### src/rtl/lsu_req_queue.sv
// In-order load/store request queue between EXE and MEM.
// Issues on an SRAM-like bus; flush drains in-flight responses.
module lsu_req_queue #(
  parameter int DATA_W = 32,
  parameter int DEPTH  = 4,
  localparam int LANES = DATA_W / 8,
  localparam int OFF_W = $clog2(LANES),
  localparam int CNT_W = $clog2(DEPTH) + 1
) (
  input  logic              clk,
  input  logic              resetn,
  input  logic              in_valid,
  output logic              in_ready,
  input  logic              in_load,
  input  logic [1:0]        in_size,
  input  logic              in_unsigned,
  input  logic [31:0]       in_addr,
  input  logic [DATA_W-1:0] in_wdata,
  input  logic [4:0]        in_dest,
  input  logic              flush,
  output logic              data_req,
  output logic              data_wr,
  output logic [1:0]        data_size,
  output logic [LANES-1:0]  data_wstrb,
  output logic [31:0]       data_addr,
  output logic [DATA_W-1:0] data_wdata,
  input  logic              data_addr_ok,
  input  logic              data_data_ok,
  input  logic [DATA_W-1:0] data_rdata,
  output logic              rsp_valid,
  input  logic              rsp_ready,
  output logic [DATA_W-1:0] rsp_data,
  output logic [4:0]        rsp_dest,
  output logic              rsp_is_load,
  output logic              rsp_ale,
  output logic [CNT_W-1:0]  outstanding
);
  localparam int PW = (DEPTH > 1) ? $clog2(DEPTH) : 1;
  localparam logic [CNT_W:0] DEPTH_C = DEPTH;

  typedef struct packed {
    logic              ld;
    logic [1:0]        size;
    logic              uns;
    logic [OFF_W-1:0]  off;
    logic [4:0]        dest;
    logic              done;
    logic [DATA_W-1:0] data;
  } ent_t;

  ent_t ent_q [DEPTH];
  ent_t ent_d [DEPTH];
  logic [PW-1:0] head_q, head_d;
  logic [PW-1:0] tail_q, tail_d;
  logic [PW-1:0] dptr_q, dptr_d;
  logic [CNT_W-1:0] count_q, count_d;
  logic [CNT_W-1:0] pend_q, pend_d;
  logic [CNT_W-1:0] cancel_q, cancel_d;
  logic ex_v_q, ex_v_d;
  logic ex_load_q, ex_load_d;
  logic [4:0] ex_dest_q, ex_dest_d;

  function automatic logic [PW-1:0] nxt(input logic [PW-1:0] p);
    return (p == PW'(DEPTH - 1)) ? '0 : p + 1'b1;
  endfunction

  logic [31:0] amask;
  logic ale, full, empty, ale_acc, accept;
  logic ok_cancel, ok_done, pop, pop_ent, pop_ex;
  logic [DATA_W-1:0] shifted, ld_data;
  logic sgn;
  ent_t de, he;
  int nb, off, rb;

  assign empty = (count_q == '0);
  assign de = ent_q[dptr_q];
  assign he = ent_q[head_q];

  always_comb begin
    amask = (32'd1 << in_size) - 32'd1;
    ale = (int'(in_size) > OFF_W) | ((in_addr & amask) != 32'd0);
    full = ({1'b0, count_q} + {1'b0, cancel_q}) == DEPTH_C;
    data_req = in_valid & ~ale & ~full & ~flush & ~ex_v_q;
    ale_acc = in_valid & ale & empty & (cancel_q == '0)
            & ~ex_v_q & ~flush;
    accept = data_req & data_addr_ok;
    in_ready = ale ? ale_acc : accept;
  end

  assign data_wr   = ~in_load;
  assign data_size = in_size;
  assign data_addr = in_addr;

  // Strobes cover 2^size bytes from the offset; data repeats per chunk
  always_comb begin
    nb = 1 << in_size;
    off = int'(in_addr[OFF_W-1:0]);
    data_wstrb = '0;
    data_wdata = '0;
    for (int i = 0; i < LANES; i++) begin
      data_wstrb[i] = ~in_load && (i >= off) && (i < off + nb);
      data_wdata[8*i +: 8] = in_wdata[8*(i & (nb - 1)) +: 8];
    end
  end

  always_comb begin
    shifted = data_rdata >> {de.off, 3'b000};
    rb = 1 << de.size;
    sgn = 1'b0;
    for (int i = 0; i < LANES; i++)
      if (i == rb - 1) sgn = ~de.uns & shifted[8*i + 7];
    ld_data = '0;
    for (int i = 0; i < LANES; i++)
      ld_data[8*i +: 8] = (i < rb) ? shifted[8*i +: 8] : {8{sgn}};
    if (!de.ld) ld_data = '0;
  end

  always_comb begin
    rsp_valid   = ~flush & (empty ? ex_v_q : he.done);
    rsp_data    = empty ? '0 : he.data;
    rsp_dest    = empty ? ex_dest_q : he.dest;
    rsp_is_load = empty ? ex_load_q : he.ld;
    rsp_ale     = empty & ex_v_q;
    outstanding = count_q + cancel_q;
  end

  always_comb begin
    ok_cancel = data_data_ok & (cancel_q != '0);
    ok_done   = data_data_ok & (cancel_q == '0) & (pend_q != '0);
    pop       = rsp_valid & rsp_ready;
    pop_ent   = pop & ~empty;
    pop_ex    = pop & empty;
    ent_d     = ent_q;
    head_d    = head_q;
    tail_d    = tail_q;
    dptr_d    = dptr_q;
    count_d   = count_q;
    pend_d    = pend_q;
    cancel_d  = cancel_q;
    ex_v_d    = ex_v_q;
    ex_load_d = ex_load_q;
    ex_dest_d = ex_dest_q;
    if (flush) begin
      // Everything issued but unanswered must still be absorbed
      cancel_d = cancel_q + pend_q
               - CNT_W'(data_data_ok && (cancel_q + pend_q) != '0);
      count_d = '0;
      pend_d  = '0;
      ex_v_d  = 1'b0;
      head_d  = tail_q;
      dptr_d  = tail_q;
    end else begin
      if (accept) begin
        ent_d[tail_q] = '{ld: in_load, size: in_size,
                          uns: in_unsigned,
                          off: in_addr[OFF_W-1:0],
                          dest: in_dest, done: 1'b0,
                          data: '0};
        tail_d = nxt(tail_q);
      end
      if (ok_cancel) cancel_d = cancel_q - 1'b1;
      if (ok_done) begin
        ent_d[dptr_q].done = 1'b1;
        ent_d[dptr_q].data = ld_data;
        dptr_d = nxt(dptr_q);
      end
      if (pop_ent) head_d = nxt(head_q);
      pend_d  = pend_q + CNT_W'(accept) - CNT_W'(ok_done);
      count_d = count_q + CNT_W'(accept) - CNT_W'(pop_ent);
      if (ale_acc) begin
        ex_v_d    = 1'b1;
        ex_load_d = in_load;
        ex_dest_d = in_dest;
      end
      if (pop_ex) ex_v_d = 1'b0;
    end
  end

  always_ff @(posedge clk or negedge resetn) begin
    if (!resetn) begin
      ent_q     <= '{default: '0};
      head_q    <= '0;
      tail_q    <= '0;
      dptr_q    <= '0;
      count_q   <= '0;
      pend_q    <= '0;
      cancel_q  <= '0;
      ex_v_q    <= 1'b0;
      ex_load_q <= 1'b0;
      ex_dest_q <= '0;
    end else begin
      ent_q     <= ent_d;
      head_q    <= head_d;
      tail_q    <= tail_d;
      dptr_q    <= dptr_d;
      count_q   <= count_d;
      pend_q    <= pend_d;
      cancel_q  <= cancel_d;
      ex_v_q    <= ex_v_d;
      ex_load_q <= ex_load_d;
      ex_dest_q <= ex_dest_d;
    end
  end
endmodule
### config.mk
export PLATFORM = sky130hd
export DESIGN_NAME = lsu_req_queue
export DESIGN_NICKNAME = d
export VERILOG_FILES = /design/src/rtl/lsu_req_queue.sv
export SDC_FILE = /design/constraint.sdc
export NUM_CORES = 1
export LEC_CHECK = 0
export BUFFER_PORTS_ARGS = -buffer_cell sky130_fd_sc_hd__buf_2
export CAP_MARGIN = 20
export CORE_AREA = 5 5 167 169
export CTS_CLUSTER_SIZE = 25
export DETAILED_ROUTE_END_ITERATION = 7
export DIE_AREA = 0 0 172 174
export PLACE_DENSITY = 0.78
export RECOVER_POWER = 100
export SYNTH_ARGS = -nofsm -noshare
export SYNTH_HDL_FRONTEND = slang
export SYNTH_SLANG_ARGS = --single-unit
### constraint.sdc
create_clock -name clk -period 6.9 [get_ports clk]
set_input_delay 2.07 -clock clk [delete_from_list [all_inputs] [get_ports clk]]
set_output_delay 2.07 -clock clk [all_outputs]
set_load 0.02 [all_outputs]
-- After elaboration in Yosys (flattened, before gate mapping)
Index checks and enable logic that the tools add are counted.
- register bits: 198
- latch bits: 0
- bits in writable memories: 0
- bits in read-only memories: 0
- input port bits: 112
- output and inout bits: 116
- word-level logic and storage cells: 186
- memories kept: 0
- $add $sub $neg: 16
- multipliers: 0
- div/mod/pow operators: 0
- order comparisons: 17
- equality and inequality tests: 7
- shift operators: 6
- multiplexer cells: 46
- bitwise logic cells: 34
- reduce and logical (&&, ||, !) cells: 23
- operator list (operator ; number):
    bitwise mux 176 bit ; 3
    2-to-1 mux 176 bit ; 3
    demux 44 bit (select 2 bit) ; 3
    2-to-1 mux 44 bit ; 5
    binary-select mux 44 bit (select 2 bit) ; 2
    < comparator 3 x 32 -> 1 bit (first input constant) ; 4
    2-to-1 mux 32 bit ; 3
    == test 3 x 32 -> 1 bit (first input constant) ; 2
    < comparator 1 x 32 -> 1 bit (first input constant) ; 2
    < comparator 2 x 32 -> 1 bit (first input constant) ; 2
    indexed part select 32 x 6 -> 8 bit ; 2
    << shifter 1 x 2 -> 32 bit (first input constant) ; 2
    2-to-1 mux 33 bit ; 1
    adder 3 x 32 -> 32 bit ; 1
    AND 32 bit ; 1
    == test 2 x 32 -> 1 bit (first input constant) ; 1
    zero test 32 bit ; 1
    2-to-1 mux 8 bit ; 4
    nonzero test 32 bit ; 1
    indexed part select 32 x 5 -> 8 bit ; 1
    right shift 32 x 5 -> 32 bit ; 1
    subtractor 32 x 1 -> 32 bit (second input constant) ; 1
    subtractor 32 x 2 -> 32 bit (second input constant) ; 1
    AND 1 bit ; 22
    26 further kinds ; 80

-- Depth between registers and ports, before layout
Gate-level depths: netlist (run 1).
- depth after elaboration: 16
- mapped depth: 16
- mapped depth without buffers: 14

-- Least setup slack after synthesis (run 1)
No wires, ideal clock.
- kind: input-to-output
- start point: input port in_size[1]
- end point: output port data_wstrb[0]
- data arrival time: 5.000 ns
- required time: 4.830 ns
- slack: -0.170 ns
- stages: 8
- path buffers: 2
- path through: clkbuf_1 > nor2_1 > clkbuf_1 > ha_1 > fa_1 > o21ai_0 > nor2b_1 > a2111oi_0
- longest elaborated chain between the ends: 4
- ends and longest elaborated chain (what ; line ; text):
    start: declaration ; 15 ; input logic [1:0] in_size,
    << shifter 1 x 2 -> 32 bit ; 96 ; nb = 1 << in_size;
    adder 3 x 32 -> 32 bit ; 101 ; data_wstrb[i] = ~in_load && (i >= off) && (i < off + nb);
    < comparator 1 x 32 -> 1 bit ; 101 ;
    logical AND 1 bit ; 101 ;
    end: declaration ; 24 ; output logic [LANES-1:0] data_wstrb,
Every way passes these cells.

-- Worst setup path in the final report (run 1)
- start point: input port in_addr[11]
- end point: register ent_q[31] in the netlist's numbering
- longest elaborated chain between the ends: 14
- ends and longest elaborated chain (what ; line ; text):
    start: declaration ; 17 ; input logic [31:0] in_addr,
    AND 32 bit * ; 81 ; ale = (int'(in_size) > OFF_W) | ((in_addr & amask) != 32'd0);
    nonzero test 32 bit * ; 81 ;
    bitwise OR 1 bit * ; 81 ;
    NOT 1 bit * ; 83 ; data_req = in_valid & ~ale & ~full & ~flush & ~ex_v_q;
    AND 1 bit * (4 in series) ; 83 ;
    AND 1 bit * ; 86 ; accept = data_req & data_addr_ok;
    2-to-1 mux 176 bit * ; 153 ; if (accept) begin
    2-to-1 mux 176 bit * ; 143 ; if (flush) begin
    bitwise mux 176 bit ; 163 ; ent_d[dptr_q].done = 1'b1;
    bitwise mux 176 bit ; 164 ; ent_d[dptr_q].data = ld_data;
    2-to-1 mux 176 bit * ; 162 ; if (ok_done) begin
    end signal: assignment ; 192 ; ent_q <= ent_d;
    end: declaration ; 51 ; ent_t ent_q [DEPTH];
Mark *: on every way between the ends. The rest lies on a longest branch, timed or not. The select of a mux whose other input is x is not followed.
A chain may end at the register's enable or synchronous reset.

==> impl_metrics.yaml, run 1 <==
pwr:
  swShare: 0.348
  combPwrFrac: 0.315
  cellLeakagePower_nw: 5.85
  power.density_nw_per_um2: 302
  p_sw_mw: 1.36
  vdd_drop_max_mv: 0.186
  p_clk_frac: 0.281
  intPower_mw: 2.54
  seq_power_share: 0.404
finish:
  nFillCells: 2421
  multi_input_area_um2: 5510
  drive_gt1_frac: 0.227
  n_antenna_cell: 0
  area_delta_synth_final_pct: 10.7
  fin_nets: 1346
  regArea_um2: 4960
clocking:
  htreeDepth: 4
  clk_pin_slew_ns: 0.07
  post_cts_resized: 0
  clock_sinks: 198
  ctsHoldBuffers: 0
  clk_latency_ns: 0.44
  cts_made_buffers: 17
  cts_tree: "yes"
  cts_buffer_depth: 2
  cts-root-buf: "clkbuf_16"
  post_cts_buffers: 0
floorplan:
  rows: 60
  start_util: 0.441
  die-area_um2: 29900
  io_pins: 228
  dieWidth_um: 172
  dieHeight_um: 174
  core_area_um2: 26400
synth:
  synth_top_flop_cell: "dfrtp_1"
  synth_edf_count: 0
  avgSynthCellArea_um2: 11.0
  yosysSeqAreaShare: 0.426
  yosysMostFrequentCell: "dfrtp_1"
  synthTopCellsByCount: "198 x dfrtp_1, 140 x nand2_1, 96 x inv_1"
  synthTopCellsByArea: "dfrtp_1 43%, mux4_2 8.9%, nand2_1 4.5%"
  synth_top_area_frac: 0.426
  yosysUniqueCellTypes: 57
  syn-num-nets: 1205
  ys_ff_latch: 198
  synth_top_area_cell: "dfrtp_1"
  ys_warn_count: 0
  syn_inst: 1062
  async_flop_share: 1.00
  synth_area_um2: 11600
sta:
  grt_setup_unrepaired: "no"
  relSlewSlack: -1.58
  maxSlewViolCount: 192
  timing.hold.ws_ns: 0.479
  max_freq_mhz: 156
  finalCritPeriodShare: 0.930
  hold_viol: 0
  tns_ns: 0
  finClkSkew_ns: 0.0119
  max_slew.worst_pin.slew_ns: 3.87
  setup_viol: 0
  finalCriticalPeriod_ns: 6.41
global_routing:
  grt_max_degree: 118
  grt_overflow: 0
  antenna_found_initial: 1
  grt_pass1_wl_um: 49600
  track_usage: 0.211
  first_global_vias: 9050
route:
  antenna_left: 0
  drtIter0Drc: 715
  dr.pass1.iters: 5
  drt_wl_total_um: 31200
  vias: 8817
  drc: 0
  avgViaCountPerCell: 5.66
  routedWlPerCell_um: 20.0
worst_setup_path:
  path_max_fanout: 24
  endpoint: "ent_q[31]"
  start_kind: "input port"
  cp.required_ns: 7.13
  r2r_end: "ent_q[31]"
  critPathMaxStageDelay_ns: 2.07
  cp_data_arrival_time_ns: 6.65
  path_cells: "buf_2 -> or4_1 -> o41ai_2 -> and3_1 -> buf_4 -> nand4_1 -> a21oi_1 -> o211ai_1"
  rr_worst_depth: 9
  crit_path_end_kind: "register"
  r2r-start: "cancel_q[0]"
  critical_path.slowest_cell: "a21oi_1"
  worstSetupStartpoint: "in_addr[11]"
  worstSetupPathType: "input port to register"
  r2r_slack_ns: 1.42
status:
  violations: "capacitance limit, slew limit"
  status: "finished with violations"
placed_design:
  place_hpwl_um: 21700
  numPortBuffers: 211
  gp_congestion: 0.917
hold_path:
  hold_class: "register to register"
  whs_path_depth: 2
job:
  drv_cap: 7
[worst max-delay path, delay by kind of cell]
family                 cells  cell delay (ns)
AOI/OAI and AO/OA          3             2.48
and+or+nand+nor            3             1.83
buffers and inverters      2             0.24
[placed cells by master, fill, tap and decap left out, types with 8 or more instances in the layout]
master and n:
a31oi_1 9, inv_1 96, nor2b_1 40, mux2_2 32, ha_1 26, o211ai_2 39
nand3_1 41, clkbuf_1 103, nor2_1 26, o211ai_1 25, mux2i_1 21, mux4_2 46
a21oi_1 30, a22o_1 28, o21ai_0 57, mux2_1 34, clkbuf_16 17, dfrtp_1 197
xnor2_1 8, buf_2 110, nand2_1 140
[area by class of cell]
type                       instances  area share
inverter                          96      0.0280
multi-input combinational        672       0.428
clock buffer                      17      0.0330
sequential                       198       0.385
tap                              341      0.0331
timing repair buffer             218      0.0768
clock inverter                    15      0.0168
[logic make-up after synthesis]
kind of cell | count (synthesis) | synth area share
xor+xnor | 10 | 0.00752
fa+ha+maj | 31 | 0.0365
buf+inv | 192 | 0.0831
flops | 198 | 0.426
mux | 134 | 0.181
simple gates | 284 | 0.120
compound gates | 213 | 0.146
[power groups by stage]
stage | Clock (mW) | Sequential, mW | Combinational, mW
floorplan | 0 | 1.49 | 1.02
global placement | 0 | 1.57 | 1.24
detailed placement | 0 | 1.59 | 1.28
CTS | 1.10 | 1.57 | 1.28
global route | 1.15 | 1.60 | 1.34
finish | 1.09 | 1.57 | 1.23
[through the flow]
step | power (mW) | area, um2 | setup slack [ns] | utilization | instances
2_1_floorplan | 2.50 | 11600 | 0.0747 | - | 1062
3_3_place_gp | 2.82 | 12600 | 0.635 | 0.477 | 1525
3_5_place_dp | 2.87 | 12600 | 0.639 | 0.477 | 1525
4_1_cts | 3.96 | 13200 | 0.623 | 0.501 | 1557
5_1_grt | 4.10 | 12900 | 0.217 | 0.488 | 1557
6_report | 3.89 | 12900 | 0.486 | 0.488 | 1557
[routing by layer]
metal / wire (um) / vias to the layer above / GRT usage / share of wire
met5: 13 / - / 0 / 0.00042
met4: 970 / 2 / 0.0780 / 0.031
met3: 2340 / 74 / 0.0448 / 0.075
met2: 15000 / 377 / 0.340 / 0.48
met1: 12800 / 4372 / 0.281 / 0.41
li1: - / 3992 / - / -
[how the worst min path moves through the flow]
stage,start,to
CTS,ent_q[76],ent_q[76]
global route,register,register
detailed placement,ent_q[76],ent_q[76]
floorplan,ent_q[76],ent_q[76]
finish,ent_q[76],ent_q[76]
global placement,ent_q[32],ent_q[32]
Note: power is estimated with default switching activity, not from simulation.
==> run 2: changes to the inputs <==
Settings changed: CELL_PAD_IN_SITES_DETAIL_PLACEMENT set to 1, CELL_PAD_IN_SITES_GLOBAL_PLACEMENT set to 1, CORE_AREA 5 5 167 169 to 5 5 169 171, DIE_AREA 0 0 172 174 to 0 0 174 176, PLACE_DENSITY 0.78 to 0.91, SKIP_CTS_REPAIR_TIMING set to 1.
==> run 2 against run 1 <==
The run still ends with capacitance limit, slew limit left. Combinational power is essentially flat. Cell count increased by 0.26%. Clock power is 6% lower. Largest cell class unchanged. Sequential cell count did not move. Total power decreased by 0.35%. Sequential power hardly changed. Critical path type is now input port to primary output.
==> impl_metrics.yaml, run 2 (synthesis gave the netlist of run 1 again) <==
worst_setup_path:
  critPathBufInv: 2
  path_delay_family: "buffers and inverters"
  worstSetupPathType: "input port to primary output"
  r2r_end: "ent_q[17]"
  critPathMaxStageDelay_ns: 0.40
  critical_path.slowest_cell: "a2111oi_1"
  cp.required_ns: 4.83
  crit_path_end_kind: "primary output"
  rr_worst_depth: 10
  r2r_slack_ns: 1.96
  path_cells: "clkbuf_1 -> nor2_1 -> ha_1 -> fa_1 -> nand3_1 -> o21ai_0 -> nor2b_1 -> a2111oi_1 -> clkbuf_1"
  cp_data_arrival_time_ns: 4.31
  crit_top_cell: "clkbuf_1"
  r2r-start: "count_q[0]"
  path_max_fanout: 10
  start_kind: "input port"
global_routing:
  track_usage: 0.242
  first_global_vias: 10400
  grt_max_degree: 110
  grt_pass1_wl_um: 58000
  grt_overflow: 0
  antenna_found_initial: 0
job:
  drv_cap: 4
clocking:
  cts_tree: "yes"
  clk_latency_ns: 0.45
  cts-root-buf: "clkbuf_16"
  htreeDepth: 4
  clock_sinks: 198
  clk_pin_slew_ns: 0.07
  cts_buffer_depth: 2
  cts_made_buffers: 17
finish:
  n_antenna_cell: 0
  area_delta_synth_final_pct: 9.13
  nFillCells: 3041
  fin_util: 0.475
  layout_common_cells: "198 x dfrtp_1, 140 x nand2_1, 115 x buf_2"
  layout_commonest_cell: "dfrtp_1"
  drive_gt1_frac: 0.207
  fin_nets: 1350
sta:
  setup_viol: 0
  max_freq_mhz: 157
  grt_setup_unrepaired: "no"
  maxSlewViolCount: 200
  finClkSkew_ns: 0.0147
  relSlewSlack: -0.879
  tns_ns: 0
  hold_viol: 0
  finalCriticalPeriod_ns: 6.38
  max_slew.worst_pin.slew_ns: 2.82
  finalCritPeriodShare: 0.925
floorplan:
  rows: 60
  start_util: 0.436
  core_area_um2: 26700
  die-area_um2: 30600
  io_pins: 228
  dieWidth_um: 174
  dieHeight_um: 176
status:
  violations: "capacitance limit, slew limit"
  status: "finished with violations"
route:
  drtIter0Drc: 724
  antenna_left: 0
  drc: 0
  routedWlPerCell_um: 24.0
  vias: 9238
  drt_wl_total_um: 37500
  dr.pass1.iters: 5
  avgViaCountPerCell: 5.92
pwr:
  vdd_drop_max_mv: 0.220
  power.density_nw_per_um2: 305
  cellLeakagePower_nw: 5.82
placed_design:
  numPortBuffers: 211
  place_hpwl_um: 26000
  gp_congestion: 0.845
hold_path:
  hold_class: "register to register"
  whs_path_depth: 1
[run 2: metal layers]
layer	wire (um)	global-route usage	vias to the layer above
met1	14200	0.280	4746
met5	0	0	-
met3	2370	0.0514	100
met2	19500	0.434	406
li1	-	-	3986
met4	1370	0.104	0
[run 2: worst max-delay path by stage]
stage / startpoint / endpoint / slack (ns) / cells past startpoint
after detailed placement: in_size[1] / data_wstrb[0] / 0.65 / 10
after floorplan: in_size[1] / data_wstrb[0] / 0.07 / 8
after global routing: in_size[0] / data_wstrb[0] / 0.27 / 9
after CTS: in_size[1] / data_wstrb[0] / 0.64 / 10
after global placement: in_size[1] / data_wstrb[0] / 0.76 / 10
final: in_size[0] / data_wstrb[0] / 0.52 / 9
[run 2: area by class of cell]
cell class              instances  area, um2  area share
clock buffers                  20        457      0.0359
clock inverters                12        140      0.0110
inverters                      96        360      0.0284
multi-input cells             672       5370       0.423
flip-flops and latches        198       4950       0.390
well taps                     341        427      0.0336
repair buffers                222        998      0.0786
[run 2: power breakdown]
group          total [mW]  internal [mW]  leakage (nW)  switching (mW)
Clock                1.03          0.560         0.296           0.474
Combinational        1.26          0.529          3.09           0.732
Sequential           1.59           1.37          2.43           0.213
[run 2: metrics by stage]
stage	instances	setup WS, ns	hold WS [ns]	cell area, um2	total power, mW
floorplan	1062	0.0747	0.442	11600	2.50
global placement	1527	0.761	0.456	12600	2.82
detailed placement	1528	0.653	0.474	12600	2.93
CTS	1560	0.644	0.492	13200	3.98
global route	1561	0.275	0.519	12700	4.07
finish	1561	0.519	0.495	12700	3.88
[run 2: worst reg2reg max path: stages (launching register included)]
cell and delay (ns):
dfrtp_1 0.43, ha_1 0.24, inv_1 0.07, fa_1 0.42, nor3b_1 0.15, o211a_1 0.16, a311oi_4 0.25, buf_4 0.17
nand4_1 1.14, a21oi_2 1.45, o211ai_1 0.26
==> run 3: changes to the inputs <==
Settings changed: CORE_AREA 5 5 169 171 to 5 5 177 179, DIE_AREA 0 0 174 176 to 0 0 182 184, MAX_ROUTING_LAYER set to met4, PLACE_DENSITY 0.91 to 0.88, RECOVER_POWER 100 to not set.
Clock period 6.9 ns to 5.6 ns, I/O delays scaled along.
==> run 3 against run 2 <==
Worst setup slack got worse by 0.19 ns. Core utilization fell by 1.7 points. Routed wire length barely moved. Highest routed layer unchanged. Sequential cell count did not move. Die area rose by 9.4%. Clock power rose by 32%. Largest cell class unchanged. Final area rose by 6.0%. Largest power group unchanged. The run now ends clean.
==> impl_metrics.yaml, run 3 (synthesis gave the netlist of run 1 again) <==
worst_setup_path:
  crit_path_end_kind: "primary output"
  start_kind: "input port"
  worstSetupPathType: "input port to primary output"
  cp.required_ns: 3.92
  path_max_fanout: 20
  cp_data_arrival_time_ns: 3.60
global_routing:
  track_usage: 0.229
  grt_overflow: 0
  grt_pass1_wl_um: 58600
  grt_max_degree: 101
  first_global_vias: 10300
  antenna_found_initial: 1
sta:
  maxSlewViolCount: 0
  finalCriticalPeriod_ns: 5.28
  hold_viol: 0
  grt_setup_unrepaired: "no"
  max_freq_mhz: 190
  finalCritPeriodShare: 0.942
  finClkSkew_ns: 0.0120
  setup_viol: 0
  relSlewSlack: 0.424
  max_slew.worst_pin.slew_ns: 0.864
finish:
  layout_commonest_cell: "buf_2"
  fin_util: 0.458
  fin_nets: 1363
  design_area_um2: 13500
  area_delta_synth_final_pct: 15.6
  layout_common_cells: "210 x buf_2, 197 x dfrtp_1, 140 x nand2_1"
  nFillCells: 3253
  drive_gt1_frac: 0.358
pwr:
  power.total_mw: 5.01
  cellLeakagePower_nw: 6.41
  vdd_drop_max_mv: 0.207
  power.density_nw_per_um2: 372
floorplan:
  io_pins: 228
  dieWidth_um: 182
  die-area_um2: 33500
  core_area_um2: 29400
  dieHeight_um: 184
  rows: 63
  start_util: 0.396
route:
  drtIter0Drc: 595
  dr.pass1.iters: 6
  routedWlPerCell_um: 23.0
  antenna_left: 0
  drt_wl_total_um: 37400
  drc: 0
  avgViaCountPerCell: 5.66
  vias: 9192
clocking:
  htreeDepth: 4
  cts_tree: "yes"
  cts_made_buffers: 17
  clock_sinks: 198
  clk_pin_slew_ns: 0.07
  cts-root-buf: "clkbuf_16"
  cts_buffer_depth: 2
  clk_latency_ns: 0.45
placed_design:
  place_hpwl_um: 26100
  numPortBuffers: 211
  gp_congestion: 0.864
  placed_area_um2: 12800
hold_path:
  hold_class: "register to register"
status:
  status: "finished clean"
job:
  drv_cap: 0
run 3: cell count changes in the layout (fill, tap and decap cells not counted), moves of 4 or more:
cell / change
o211ai_2: +30
clkbuf_1: -101
a21oi_4: +4
o211ai_1: -30
mux2_1: -36
nand4_4: +4
nand4_1: -4
mux2_4: +28
a21oi_2: -4
buf_2: +95
mux2_2: +8
clkbuf_8: +5
buf_4: +19
run 3: metrics by stage:
| stage | setup TNS, ns | hold WS [ns] | setup WS, ns | cells |
|---|---|---|---|---|
| after CTS | 0 | 0.484 | 0.290 | 1622 |
| after global placement | 0 | 0.453 | 0.347 | 1590 |
| after global routing | 0 | 0.501 | 0.173 | 1624 |
| after detailed placement | 0 | 0.467 | 0.288 | 1590 |
| after floorplan | -0.0195 | 0.442 | -0.0195 | 1062 |
| final | 0 | 0.489 | 0.325 | 1624 |
run 3: routing by layer:
layer / vias to the layer above / GRT usage / wire length, um
met5: - / - / 0
met3: 69 / 0.0374 / 2280
met2: 359 / 0.391 / 19200
met4: 0 / 0.0832 / 1050
met1: 4739 / 0.277 / 14900
li1: 4025 / - / -
run 3: layout make-up:
class	count	area, um2	share of cell area
diodes	1	2.50	0.000186
multi-input cells	672	5740	0.426
clock buffers	24	512	0.0380
flip-flops and latches	198	4960	0.368
well taps	390	488	0.0362
clock inverters	8	134	0.00994
inverters	96	360	0.0268
repair buffers	235	1280	0.0949
run 3: worst paths after layout:
kind | startpoint | end | slack [ns] | cells after the start
worst max-delay path | in_size[0] | data_wdata[16] | 0.32 | 7
max in group asynchronous | resetn | ent_q[54] | 3.24 | 2
min in group asynchronous | resetn | ent_q[29] | 1.31 | 1
worst min-delay path | ent_q[59] | ent_q[59] | 0.49 | 1
worst min register to register | ent_q[59] | ent_q[59] | 0.49 | 1
worst max register to register | dptr_q[0] | ent_q[119] | 1.86 | 6
run 3: critical path, cell delays in order:
cell and delay, ns:
buf_2 0.16, nor2_2 0.14, buf_4 0.27, inv_1 0.10, ha_1 0.68, mux2_2 0.40, buf_2 0.16
run 3: power by group:
group          internal [mW]  total, mW  switching (mW)  leakage [nW]
clock network          0.782       1.36           0.583         0.318
registers               1.69       1.94           0.253          2.43
logic                  0.755       1.70           0.943          3.66
